`config.mk`:
```
export PLATFORM = sky130hd
export DESIGN_NAME = hd_program_loader
export DESIGN_NICKNAME = d
export VERILOG_FILES = /design/src/rtl/hd_program_loader.sv
export SDC_FILE = /design/constraint.sdc
export NUM_CORES = 1
export LEC_CHECK = 0
export CORE_MARGIN = 2
export CORE_UTILIZATION = 35
export DETAILED_ROUTE_END_ITERATION = 6
export PLACE_DENSITY = 0.64
export SYNTH_ARGS = -nofsm -noshare
export SYNTH_HDL_FRONTEND = slang
export SYNTH_SLANG_ARGS = --single-unit
```
`constraint.sdc`:
```
create_clock -name clock -period 3 [get_ports clock]
set_input_delay 0.6 -clock clock [delete_from_list [all_inputs] [get_ports clock]]
set_output_delay 0.6 -clock clock [all_outputs]
set_load 0.01 [all_outputs]
```
`src/rtl/hd_program_loader.sv`:
```
// Streams one length-prefixed program from the HD word store into the instruction memory,
// one save pulse per word, then flags end-of-read until the next accepted start.
module hd_program_loader #(
  parameter int HD_ADDR_W = 10,
  parameter int SLOT_SIZE = 64,
  parameter int MAX_WORDS = 200
) (
  input  logic                 clock,
  input  logic                 reset,
  input  logic                 iniciarLeitura,
  input  logic [3:0]           programa,
  output logic [HD_ADDR_W-1:0] hd_endereco,
  output logic                 hd_leitura,
  input  logic [31:0]          hd_dado,
  output logic [31:0]          entradaDeInstrucao,
  output logic [1:0]           controleSalvaInstrucao,
  output logic [1:0]           ControleFimDeLeitura,
  output logic                 ocupado,
  output logic                 erroTamanho,
  output logic [31:0]          palavrasEnviadas
);

  localparam int LEN_W = $clog2(MAX_WORDS + 1);

  typedef enum logic [2:0] {
    IDLE, HDR_REQ, HDR_WAIT, RD_REQ, RD_WAIT, WRITE, FINISH
  } state_t;

  state_t               state_r;
  logic [HD_ADDR_W-1:0] base_r;
  logic [LEN_W-1:0]     len_r;
  logic [LEN_W-1:0]     idx_r;
  logic [HD_ADDR_W-1:0] start_base_s;
  logic [LEN_W-1:0]     idx_next_s;

  // Word k of a program lives right after its header; the sum wraps at the HD address width.
  function automatic logic [HD_ADDR_W-1:0] word_addr(input logic [HD_ADDR_W-1:0] base,
                                                     input logic [LEN_W-1:0] idx);
    word_addr = base + HD_ADDR_W'(idx) + HD_ADDR_W'(1);
  endfunction

  assign start_base_s = HD_ADDR_W'(programa) * HD_ADDR_W'(SLOT_SIZE);
  assign idx_next_s   = idx_r + LEN_W'(1);

  // Transfer sequencer; every output is registered together with the state it belongs to.
  always_ff @(posedge clock or negedge reset) begin
    if (!reset) begin
      state_r                <= IDLE;
      base_r                 <= '0;
      len_r                  <= '0;
      idx_r                  <= '0;
      hd_endereco            <= '0;
      hd_leitura             <= 1'b0;
      entradaDeInstrucao     <= 32'd0;
      controleSalvaInstrucao <= 2'b00;
      ControleFimDeLeitura   <= 2'b00;
      ocupado                <= 1'b0;
      erroTamanho            <= 1'b0;
      palavrasEnviadas       <= 32'd0;
    end else begin
      case (state_r)
        IDLE: begin
          if (iniciarLeitura) begin
            base_r               <= start_base_s;
            palavrasEnviadas     <= 32'd0;
            erroTamanho          <= 1'b0;
            ControleFimDeLeitura <= 2'b00;
            ocupado              <= 1'b1;
            hd_leitura           <= 1'b1;
            hd_endereco          <= start_base_s;
            state_r              <= HDR_REQ;
          end
        end
        HDR_REQ: begin
          hd_leitura <= 1'b0;
          state_r    <= HDR_WAIT;
        end
        HDR_WAIT: begin
          idx_r <= '0;
          if (hd_dado == 32'd0) begin
            ControleFimDeLeitura <= 2'b01;
            ocupado              <= 1'b0;
            state_r              <= FINISH;
          end else begin
            // Oversized headers are clamped to the instruction memory depth and flagged.
            if (hd_dado > 32'(MAX_WORDS)) begin
              len_r       <= LEN_W'(MAX_WORDS);
              erroTamanho <= 1'b1;
            end else begin
              len_r <= hd_dado[LEN_W-1:0];
            end
            hd_leitura  <= 1'b1;
            hd_endereco <= word_addr(base_r, '0);
            state_r     <= RD_REQ;
          end
        end
        RD_REQ: begin
          hd_leitura <= 1'b0;
          state_r    <= RD_WAIT;
        end
        RD_WAIT: begin
          entradaDeInstrucao     <= hd_dado;
          controleSalvaInstrucao <= 2'b01;
          palavrasEnviadas       <= palavrasEnviadas + 32'd1;
          state_r                <= WRITE;
        end
        WRITE: begin
          controleSalvaInstrucao <= 2'b00;
          idx_r                  <= idx_next_s;
          if (idx_next_s == len_r) begin
            ControleFimDeLeitura <= 2'b01;
            ocupado              <= 1'b0;
            state_r              <= FINISH;
          end else begin
            hd_leitura  <= 1'b1;
            hd_endereco <= word_addr(base_r, idx_next_s);
            state_r     <= RD_REQ;
          end
        end
        FINISH: begin
          state_r <= IDLE;
        end
        default: begin
          controleSalvaInstrucao <= 2'b00;
          hd_leitura             <= 1'b0;
          ocupado                <= 1'b0;
          state_r                <= IDLE;
        end
      endcase
    end
  end

endmodule

```
* Yosys cells after proc, flatten, opt, wreduce, memory -nomap -nowiden
Cells that the tools add are included.
** Operators by class
- Add/subtract/negate cells :: 5
- Magnitude comparators :: 1
- Equal/unequal tests :: 13
- Mux-type cells :: 28
- Bitwise gates (word level) :: 3
- Reductions and logical operators :: 17
** Operators by type and width (number)
- 32-bit one-hot mux with 2 select lines :: 1
- 32-bit by 1-bit adder with 32-bit output (second input constant) :: 1
- 32-bit by 8-bit > comparator with 1-bit output (second input constant) :: 1
- 32-bit logical NOT :: 1
- 32-bit two-way mux :: 1
- 10-bit two-way mux :: 3
- 10-bit one-hot mux with 3 select lines :: 1
- 10-bit by 1-bit adder with 10-bit output (second input constant) :: 2
- 4-bit AND reduction :: 5
- 3-bit one-hot mux with 6 select lines :: 1
- 8-bit one-hot mux with 2 select lines :: 1
- 2-bit != test (second input constant) :: 6
- 10-bit by 8-bit adder with 10-bit output :: 1
- 3-bit equality test (second input constant) :: 3
- 3-bit two-way mux :: 3
- 8-bit by 1-bit adder with 8-bit output (second input constant) :: 1
- 8-bit equality test :: 1
- 1-bit two-way mux :: 8
- 8-bit two-way mux :: 1
- 1-bit one-hot mux with 4 select lines :: 2
- 3-bit by 2-bit equality test with 1-bit output (second input constant) :: 2
- 2-bit two-way mux :: 3
- 2-bit one-hot mux with 3 select lines :: 1
- 2-bit AND reduction :: 3
- other kinds (10) :: 14
** Storage, ports and cells
- Register bits after elaboration :: 104
- Input bits :: 39
- Output and inout bits :: 81
- Logic and storage cells :: 79

* Longest topological paths before layout
Gate-level depths: netlist of run 1.
- Depth after elaboration :: 5
- Depth in mapped cells :: 13
- Gate-level depth less buffers :: 11

* Worst setup path after synthesis of run 1
No wires, ideal clock.
- Path type :: reg-to-reg
- Start point :: register idx_r[1]
- End point :: register hd_endereco[8]
- Library setup time :: 0.128 ns
- Arrival time :: 2.560 ns
- Data required time :: 2.872 ns
- Path slack :: 0.312 ns
- Stages on the path, launching flop included :: 13
- Buffers on the path :: 2
- Period minus slack after synthesis :: 2.688 ns
- Cells stage by stage :: dfrtp_1 -> ha_1 -> and4_1 -> buf_2 -> and3_1 -> buf_2 -> xor2_1 -> ha_1 -> a21oi_1 -> a21boi_0 -> xor2_1 -> o21ai_0 -> mux2_1
** On the way
- Longest elaborated chain between the ends :: 5
- Elaborated cells on any way between the ends :: 8
- Classes of those cells :: 3 x add/sub; 2 x eq/ne; 2 x mux; 1 x reduce/logical
** Ends and longest elaborated chain
- start, declared :: line 32 : logic [LEN_W-1:0] idx_r;
- start signal, assigned :: line 109 : idx_r <= idx_next_s;
- 8-bit by 1-bit adder with 8-bit output (*) :: line 43 : assign idx_next_s = idx_r + LEN_W'(1);
- 10-bit by 8-bit adder with 10-bit output :: line 39 : word_addr = base + HD_ADDR_W'(idx) + HD_ADDR_W'(1);
- 10-bit by 1-bit adder with 10-bit output :: line 39
- 10-bit two-way mux :: line 110 : if (idx_next_s == len_r) begin
- 10-bit one-hot mux with 3 select lines :: line 61 : case (state_r)
- end signal, assigned :: line 70 : hd_endereco <= start_base_s;
- end signal, assigned :: line 93 : hd_endereco <= word_addr(base_r, '0);
- end signal, assigned :: line 116 : hd_endereco <= word_addr(base_r, idx_next_s);
- end, declared :: line 12 : output logic [HD_ADDR_W-1:0] hd_endereco,
Mark *: on every way between the ends. The rest lies on a longest branch, timed or not. The select of a mux whose other input is x is not followed.
A chain may end at the register's enable or synchronous reset.

* Final worst setup path of run 1
- Start point :: register idx_r[1]
- End point :: register hd_endereco[9]
Same word-level chain as after synthesis.

==> reports/metrics.yaml, run 1 <==
sta:
  hold_violations: 0
  fin_skew_ns: 0.0103
  setup-tns-final_ns: 0
  rsz0062_at_grt: "false"
  period_minus_slack_ns: 2.78
  clock.fmax_mhz: 359
  worstMarginPinSlew_ns: 0.807
  slew_viol_final: 0
  setup_violations: 0
  fin_crit_sh: 0.928
  max-slew-margin-rel: 0.460
hold_path:
  hp-class: "in -> async"
detailed_routing:
  avgRoutedWirePerCell_um: 15.1
  via_count: 4477
  first_pass_iters: 4
  vias_per_cell: 5.13
  drt_wl_total_mm: 13.2
  drt_iter0_markers: 267
  detail-route-antenna-nets: 0
  drc_errors: 0
place:
  gp_congestion: 0.833
  hpwlAfterDp_mm: 9.48
  io_buffers: 117
synth:
  ys_warn_count: 0
  ys.flop_type: "dfrtp_1"
  ys_async_sr_fraction: 1.00
  synthTopCellsByArea: "dfrtp_1 (49%), nand2_1 (11%), o21ai_0 (5.2%)"
  ys_types: 54
  synth_edf_count: 0
  netlist_instances: 568
  netlist_area_sq_um: 5160
  syn_avg_cell_area_sq_um: 9.09
  synth_top_cell_by_area: "dfrtp_1"
  ys_seq_area_frac: 0.494
  synth_top_area_frac: 0.494
  ys_ff_latch: 102
grt:
  grt_usage: 0.171
  grt_max_degree: 58
  grt_pass1_vias: 4372
  grt_overflow: 0
  antenna_found_initial: 0
  grt_first_pass_wirelength_mm: 22.2
finish:
  nets: 730
  multi_input_comb_area_sq_um: 2430
  drive_gt1_frac: 0.0712
  nFillCells: 1402
  syn_to_final_growth_pct: 32.6
  final_common_cell: "nand2_1"
  regArea_sq_um: 2550
  most-common-layout-cells: "nand2_1 (147), clkdlybuf4s50_1 (116), dfrtp_1 (102)"
  utilization: 0.473
  diodes: 0
worst_setup_path:
  end_kind: "flip-flop"
  worstPathArrival_ns: 3.02
  path_max_fanout: 5
  required_ns: 3.23
  crit_type: "reg -> reg"
  critPathLaunchType: "flip-flop"
power:
  p_leak_nw: 2.98
  vdd_ir_drop_max_uv: 410
  power_mw: 5.32
  powerDensity_nw_per_um2: 776
die:
  die_w_um: 125
  rows: 44
  die_area_sq_um: 15700
  top_level_ports: 120
  initial_core_util: 0.357
  core_area_sq_um: 14500
  die-height_um: 125
clock_tree:
  ctsRootBufferMaster: "clkbuf_16"
  cts_buffers: 9
  clock_latency_ns: 0.35
  htreeDepth: 3
  max-clock-path-buffers: 2
  clkTransAtPathRegs_ns: 0.07
  cts_tree: "built"
  cts_num_sinks: 102
run_status:
  status: "finished, final reports clean"
flow_run:
  drv_cap: 0
[power by group]
part | switching, mW | internal [mW] | total (mW) | leakage, nW
registers | 0.318 | 1.77 | 2.09 | 1.32
clock network | 0.527 | 0.611 | 1.14 | 0.135
logic | 1.04 | 1.04 | 2.09 | 1.52
[per-layer routing]
layer / wire, um / global-route usage / vias to the layer above
li1: - / - / 2202
met1: 6080 / 0.234 / 2132
met2: 5880 / 0.264 / 133
met3: 1040 / 0.0484 / 10
met4: 165 / 0.0562 / 0
met5: 0 / 0 / -
[final timing paths]
| path | start | to | slack [ns] | cells past startpoint |
|---|---|---|---|---|
| min in group clock | palavrasEnviadas[31] | palavrasEnviadas[31] | 0.47 | 1 |
| max in group asynchronous | reset | hd_endereco[5] | 2.00 | 2 |
| setup reg to reg | idx_r[1] | hd_endereco[9] | 0.22 | 11 |
| setup / recovery | idx_r[1] | hd_endereco[9] | 0.22 | 11 |
| hold reg to reg | palavrasEnviadas[31] | palavrasEnviadas[31] | 0.47 | 1 |
| hold / removal | reset | entradaDeInstrucao[11] | 0.25 | 1 |
[stage by stage]
stage                     setup WS, ns  hold WS (ns)  area (sq um)  instances
after floorplan                  0.312         0.304          5170        569
after global placement           0.227         0.458          6560        856
after detailed placement         0.208         0.461          6560        856
after CTS                        0.199         0.277          6850        872
after global routing            0.0491         0.300          6850        872
final                            0.216         0.253          6850        872
[logic make-up after synthesis]
logic type	Yosys count	synth area share
and+or+nand+nor	268	0.244
AOI/OAI and AO/OA	108	0.126
DFF	102	0.494
buffers and inverters	40	0.0373
muxes	21	0.0431
xor gates and xnor gates	20	0.0354
adders and majority gates	8	0.0194
other	1	0.000726
[layout make-up]
type | instances | share of cell area
Timing Repair Buffer | 136 | 0.193
Clock buffer | 12 | 0.0375
Multi-Input combinational cell | 427 | 0.355
Sequential cell | 102 | 0.373
Clock inverter | 4 | 0.00420
Inverter | 7 | 0.00384
Tap cell | 184 | 0.0336
[cells in the mapped netlist, drive strengths merged, types with 2 or more instances]
cell type  instances
nand2            147
dfrtp            102
o21ai             60
nand3             30
nor2              28
clkbuf            18
buf               15
xnor2             12
a21oi             11
and3              11
mux2i             11
mux2              10
nor4              10
nand4              9
ha                 8
xor2               8
inv                7
a22o               6
nor3               6
nor3b              6
o211ai             6
a31oi              5
o31ai              5
a22oi              4
and2               4
nand2b             4
or3                3
or4                3
a221oi             2
and4               2
o22ai              2
o2bb2ai            2
[state kept, by name (all words and copies together), names as in the netlist]
| signal | cells |
|---|---|
| idx_r | 8 |
| entradaDeInstrucao | 32 |
| len_r | 8 |
| palavrasEnviadas | 32 |
| hd_leitura | 1 |
| controleSalvaInstrucao | 1 |
| hd_endereco | 10 |
| ocupado | 1 |
| erroTamanho | 1 |
| state_r | 3 |
| ControleFimDeLeitura | 1 |
| base_r | 4 |
[critical path: stages (launching register included)]
cell and delay, ns:
dfrtp_1 0.42, ha_1 0.25, and4_1 0.22, and3_1 0.26, xor2_1 0.15, ha_1 0.34
nand2_1 0.06, nor3_1 0.20, nand3_1 0.13, mux2_2 0.25, o21ai_0 0.08, mux2_1 0.30
[timing repair]
item                                    CTS  global route
endpoints found under the setup margin    0             1
setup buffers                             0             0
gates resized for setup                   0             1
hold endpoints to repair                  0             0
hold buffers                              0             0
No activity file was read; power rests on OpenSTA's default activity.
==> inputs of run 2 (changes only) <==
Settings changed: SETUP_SLACK_MARGIN set to 0.02.
==> results of run 2 <==
The final DEF is identical to that of run 1; final timing and power are the same.
==> inputs of run 3 (changes only) <==
==> constraint.sdc (replaced) <==
create_clock -name clock -period 3 [get_ports clock]
set_input_delay 0.6 -clock clock [delete_from_list [all_inputs] [get_ports clock]]
set_output_delay 0.6 -clock clock [all_outputs]
set_load 0.05 [all_outputs]
==> results of run 3 <==
Same layout as run 1 (identical final DEF). Status: finished, final reports clean.
Main changes from that run: total power 5.32 mW -> 6.30 mW; worst IR drop on VDD 410 uV -> 658 uV
==> RTL change 1, RTL diff (config.mk and constraints of run 3) <==
Change the parameter `HD_ADDR_W` from 10 to 8.
--- a/src/rtl/hd_program_loader.sv
+++ b/src/rtl/hd_program_loader.sv
@@ -2,5 +2,5 @@
 // one save pulse per word, then flags end-of-read until the next accepted start.
 module hd_program_loader #(
-  parameter int HD_ADDR_W = 10,
+  parameter int HD_ADDR_W = 8,
   parameter int SLOT_SIZE = 64,
   parameter int MAX_WORDS = 200
Interface: changed (resized hd_endereco); port bits go from 120 to 118. The function was not compared with the original's and may differ.
==> RTL change 1 against run 3 <==
Setup slack gained 0.0088 ns; maximum frequency grew 0.32%; power shrank 5.6%; sequential share of layout area about the same; cell area decreased by 3.9%; routed wire length is 4.2% lower; core utilization grew 0.51 points; combinational power down 10%; sequential cell count fell by 4; synthesized area down 5.3%; critical endpoint is now hd_endereco[7]; largest cell class unchanged; largest power group unchanged; highest routed layer unchanged.
==> RTL change 1: results (changes against run 3) <==
- Dpl hpwl: 9.062 mm (-4.4%)
- RePlAce Congestion: 0.8318 (-0.11%)
- Worst r2r dst: hd_endereco[7]
- Drt via density: 5.133 (about the same)
- Worst Max-Slew Pin Slew: 0.9654 ns (+0.1588 ns)
- Placed cell areas: 6262 um^2 (-4.6%)
- Run status: finished clean
- Library cells used by synthesis: 58 (+7.4%)
- Layout Skew: 0.009651 ns (-0.0006533 ns)
- Overall Global Routing Usage: 17.68% (+0.55 points)
- Synth area leaders: dfrtp_1, nand2_1, o21ai_0
- R2R depth: 10 (-1)
- Via count: 4322 (-3.5%)
- FMAX: 0.3604 GHz (+0.32%)
- Top Registers: entradaDeInstrucao x32, palavrasEnviadas x32
- Mux share of post-synthesis cell area: 2.250% (-2.1 points)
- Filler cells: 1332 (-5.0%)
- Clock buffer depth: 2 (unchanged)
- I/O Buffers: 113 (-3.4%)
- VDD IR-drop max: 549.2 uV (-17%)
- Routed Wire Length: 12.61 mm (-4.2%)
- Compound-Gate Fraction of Synth Area: 13.83% (+1.2 points)
- Final nets: 703 (-3.7%)
- Pin count of the biggest net entering global routing: 54 (-6.9%)
- Post-place setup slack: -0.08274 ns (-0.2905 ns)
- Vias in the first global route: 4186 (-4.3%)
- Fin Setup TNS: 0 ns (unchanged)
- Post-Synth Adder-Cell Area: 1.790% (-0.15 points)
- Synth cell count leaders: nand2_1, dfrtp_1, o21ai_0
- Placed cell count: 826 (-3.5%)
- Share of cells above drive strength 1: 8.157% (+1.0 points)
- LEAKAGE: 2.879 nW (-3.4%)
- First-pass GRT wire length: 20.87 mm (-5.9%)
- Sequential share of the synthesized area: 50.12% (+0.70 points)
- XOR/XNOR Fraction of Synth Area: 3.861% (+0.32 points)
- Mean area per synthesized cell: 9.045 um^2 (-0.53%)
==> RTL change 1: cell type report <==
class | instances | area, um^2 | share of cell area, %
Multi-Input combinational cell | 409 | 2281 | 34.64
Timing Repair Buffer | 131 | 1276 | 19.38
Tap cell | 180 | 225.2 | 3.421
Clock buffer | 10 | 239.0 | 3.630
Sequential cell | 98 | 2452 | 37.25
Inverter | 8 | 30.03 | 0.4561
Clock inverter | 6 | 80.08 | 1.216
==> RTL change 1: how the worst min path moves through the flow <==
stage | startpoint | endpoint | slack (ns) | cells past startpoint
6_report | reset | idx_r[5] | 0.26 | 1
3_5_place_dp | entradaDeInstrucao[21] | entradaDeInstrucao[21] | 0.46 | 2
4_1_cts | reset | idx_r[5] | 0.28 | 1
5_1_grt | reset | idx_r[5] | 0.31 | 1
2_1_floorplan | reset | ControleFimDeLeitura[0] | 0.30 | 0
3_3_place_gp | entradaDeInstrucao[29] | entradaDeInstrucao[29] | 0.46 | 2
==> RTL change 1: per-layer routing <==
metal / GRT usage, % / share of wire, % / vias up
met4: 7.184 / 1.8 / 0
met1: 22.95 / 45 / 2090
met5: 0 / 0 / -
li1: - / - / 2127
met3: 4.414 / 5.4 / 15
met2: 28.26 / 48 / 90
==> RTL change 1: logic make-up after synthesis <==
| group | after synthesis |
|---|---|
| compound gates | 107 |
| buf+inv | 35 |
| flops | 98 |
| xor+xnor | 19 |
| mux | 10 |
| simple gates | 264 |
| fa+ha+maj | 7 |
| other cells | 1 |
==> RTL change 1: worst max-delay path: stages (launching register included) <==
cell,delay [ns]
dfrtp_1,0.40
ha_2,0.25
nand2_1,0.08
or2_2,0.35
xnor2_1,0.15
ha_1,0.32
a41oi_1,0.21
xnor2_1,0.16
a21o_1,0.20
a221o_1,0.29
mux2_4,0.25
==> RTL change 1: report_power, final <==
part	switching [W]	total, W	internal (W)
clock network	0.000499	0.00125	0.000748
logic	0.00183	0.00276	0.000933
registers	0.000267	0.00193	0.00167
total	0.00260	0.00594	0.00335
==> RTL change 1: stage by stage <==
stage / total power, W / util (%)
floorplan: 0.003732 / -
CTS: 0.006002 / 47.78
finish: 0.005944 / 47.80
global route: 0.006283 / 47.80
detailed placement: 0.004730 / 45.47
global placement: 0.004684 / 45.47
==> RTL change 2, RTL diff (config.mk and constraints of run 3) <==
Made on the original files. Put one more register stage on the output `controleSalvaInstrucao`, with the module's reset. The value now appears one clock later. The other outputs are not delayed to match.
--- a/src/rtl/hd_program_loader.sv
+++ b/src/rtl/hd_program_loader.sv
@@ -27,4 +27,6 @@
   } state_t;
 
+  logic [1:0] controleSalvaInstrucao_s0;
+
   state_t               state_r;
   logic [HD_ADDR_W-1:0] base_r;
@@ -53,5 +55,5 @@
       hd_leitura             <= 1'b0;
       entradaDeInstrucao     <= 32'd0;
-      controleSalvaInstrucao <= 2'b00;
+      controleSalvaInstrucao_s0 <= 2'b00;
       ControleFimDeLeitura   <= 2'b00;
       ocupado                <= 1'b0;
@@ -101,10 +103,10 @@
         RD_WAIT: begin
           entradaDeInstrucao     <= hd_dado;
-          controleSalvaInstrucao <= 2'b01;
+          controleSalvaInstrucao_s0 <= 2'b01;
           palavrasEnviadas       <= palavrasEnviadas + 32'd1;
           state_r                <= WRITE;
         end
         WRITE: begin
-          controleSalvaInstrucao <= 2'b00;
+          controleSalvaInstrucao_s0 <= 2'b00;
           idx_r                  <= idx_next_s;
           if (idx_next_s == len_r) begin
@@ -122,5 +124,5 @@
         end
         default: begin
-          controleSalvaInstrucao <= 2'b00;
+          controleSalvaInstrucao_s0 <= 2'b00;
           hd_leitura             <= 1'b0;
           ocupado                <= 1'b0;
@@ -131,4 +133,12 @@
   end
 
+  always_ff @(posedge clock or negedge reset) begin
+    if (!reset) begin
+      controleSalvaInstrucao <= '0;
+    end else begin
+      controleSalvaInstrucao <= controleSalvaInstrucao_s0;
+    end
+  end
+
 endmodule
 
Function: changed (Yosys sat finds a counterexample within 10 cycles, from zero or initial values and one cycle with reset low).
==> RTL change 2 against run 3 <==
Routed wire length is 7.3% higher; synthesized area is 0.94% higher; die area is 0.91% higher; setup slack worse by 0.035 ns; first-iteration DRC count is 53% higher; cell area is 1.4% higher; synthesized cell count is 0.18% higher; critical endpoint is now hd_endereco[8]; maximum frequency is 1.2% lower; highest routed layer unchanged; non-clock buffer count is 3 higher; sequential cell count is 1 higher.
Power is not compared: it rests on default switching activity, and its combinational part moved more than twofold at a synthesized area within 25%.
==> RTL change 2: results (changes against run 3) <==
- First-pass GRT wire length: 23.17 mm (+4.5%)
- Clock-cell share: 4.307% (+0.14 points)
- GR Util met2: 29.76% (+3.4 points)
- Vias in the first global route: 4657 (+6.5%)
- Post-Synth Adder-Cell Area: 1.440% (-0.50 points)
- Pin count of the biggest net entering global routing: 63 (+8.6%)
- Fraction of area in multi-input gates: 34.89% (-0.59 points)
- Synth cell count leaders: nand2_1, dfrtp_1, o21ai_0
- Worst Path Arrival: 3.11 ns (+0.09 ns)
- Met1 Wirelength: 6.110 mm (+0.46%)
- Met3 Resource Use GR: 5.862% (+1.0 points)
- Share of cells above drive strength 1: 7.781% (+0.66 points)
- Final nets: 735 (+0.68%)
- Run status: finished clean
- Synth area leaders: dfrtp_1, nand2_1, o21ai_0
- Compound-Gate Fraction of Synth Area: 16.34% (+3.7 points)
- Max incr delay on CP: 0.40 ns (-0.02 ns)
- R2R setup slack: 0.18 ns (-0.03 ns)
- Worst r2r dst: hd_endereco[8]
- DR WL/cell: 16.09 um (+6.6%)
- #MultiIn Comb: 419 (-1.9%)
- FF/Latch Area: 2577 um^2 (+0.98%)
- RePlAce Congestion: 0.8714 (+4.6%)
- R2R depth: 10 (-1)
- Met3 WL: 942 um (-9.0%)
-- RTL change 2: cell count changes in the layout (fill, tap and decap cells not counted), moves of 6 or more --
cell	delta
inv_1	+10
o21ai_0	-6
o31ai_1	+8
a21oi_1	+6
nor2_1	-7
-- RTL change 2: stage by stage --
| stage | total power [W] | instances | instance area, um^2 | setup WS [ns] | hold WS, ns |
|---|---|---|---|---|---|
| 3_3_place_gp | 0.001700 | 863 | 6644 | 0.1250 | 0.3712 |
| 5_1_grt | 0.002987 | 878 | 6943 | 0.04638 | 0.4087 |
| 6_report | 0.002870 | 878 | 6943 | 0.1813 | 0.3313 |
| 3_5_place_dp | 0.001703 | 863 | 6644 | 0.1383 | 0.3884 |
| 2_1_floorplan | 0.001556 | 570 | 5218 | 0.3322 | 0.3044 |
| 4_1_cts | 0.002917 | 878 | 6943 | 0.2319 | 0.3686 |
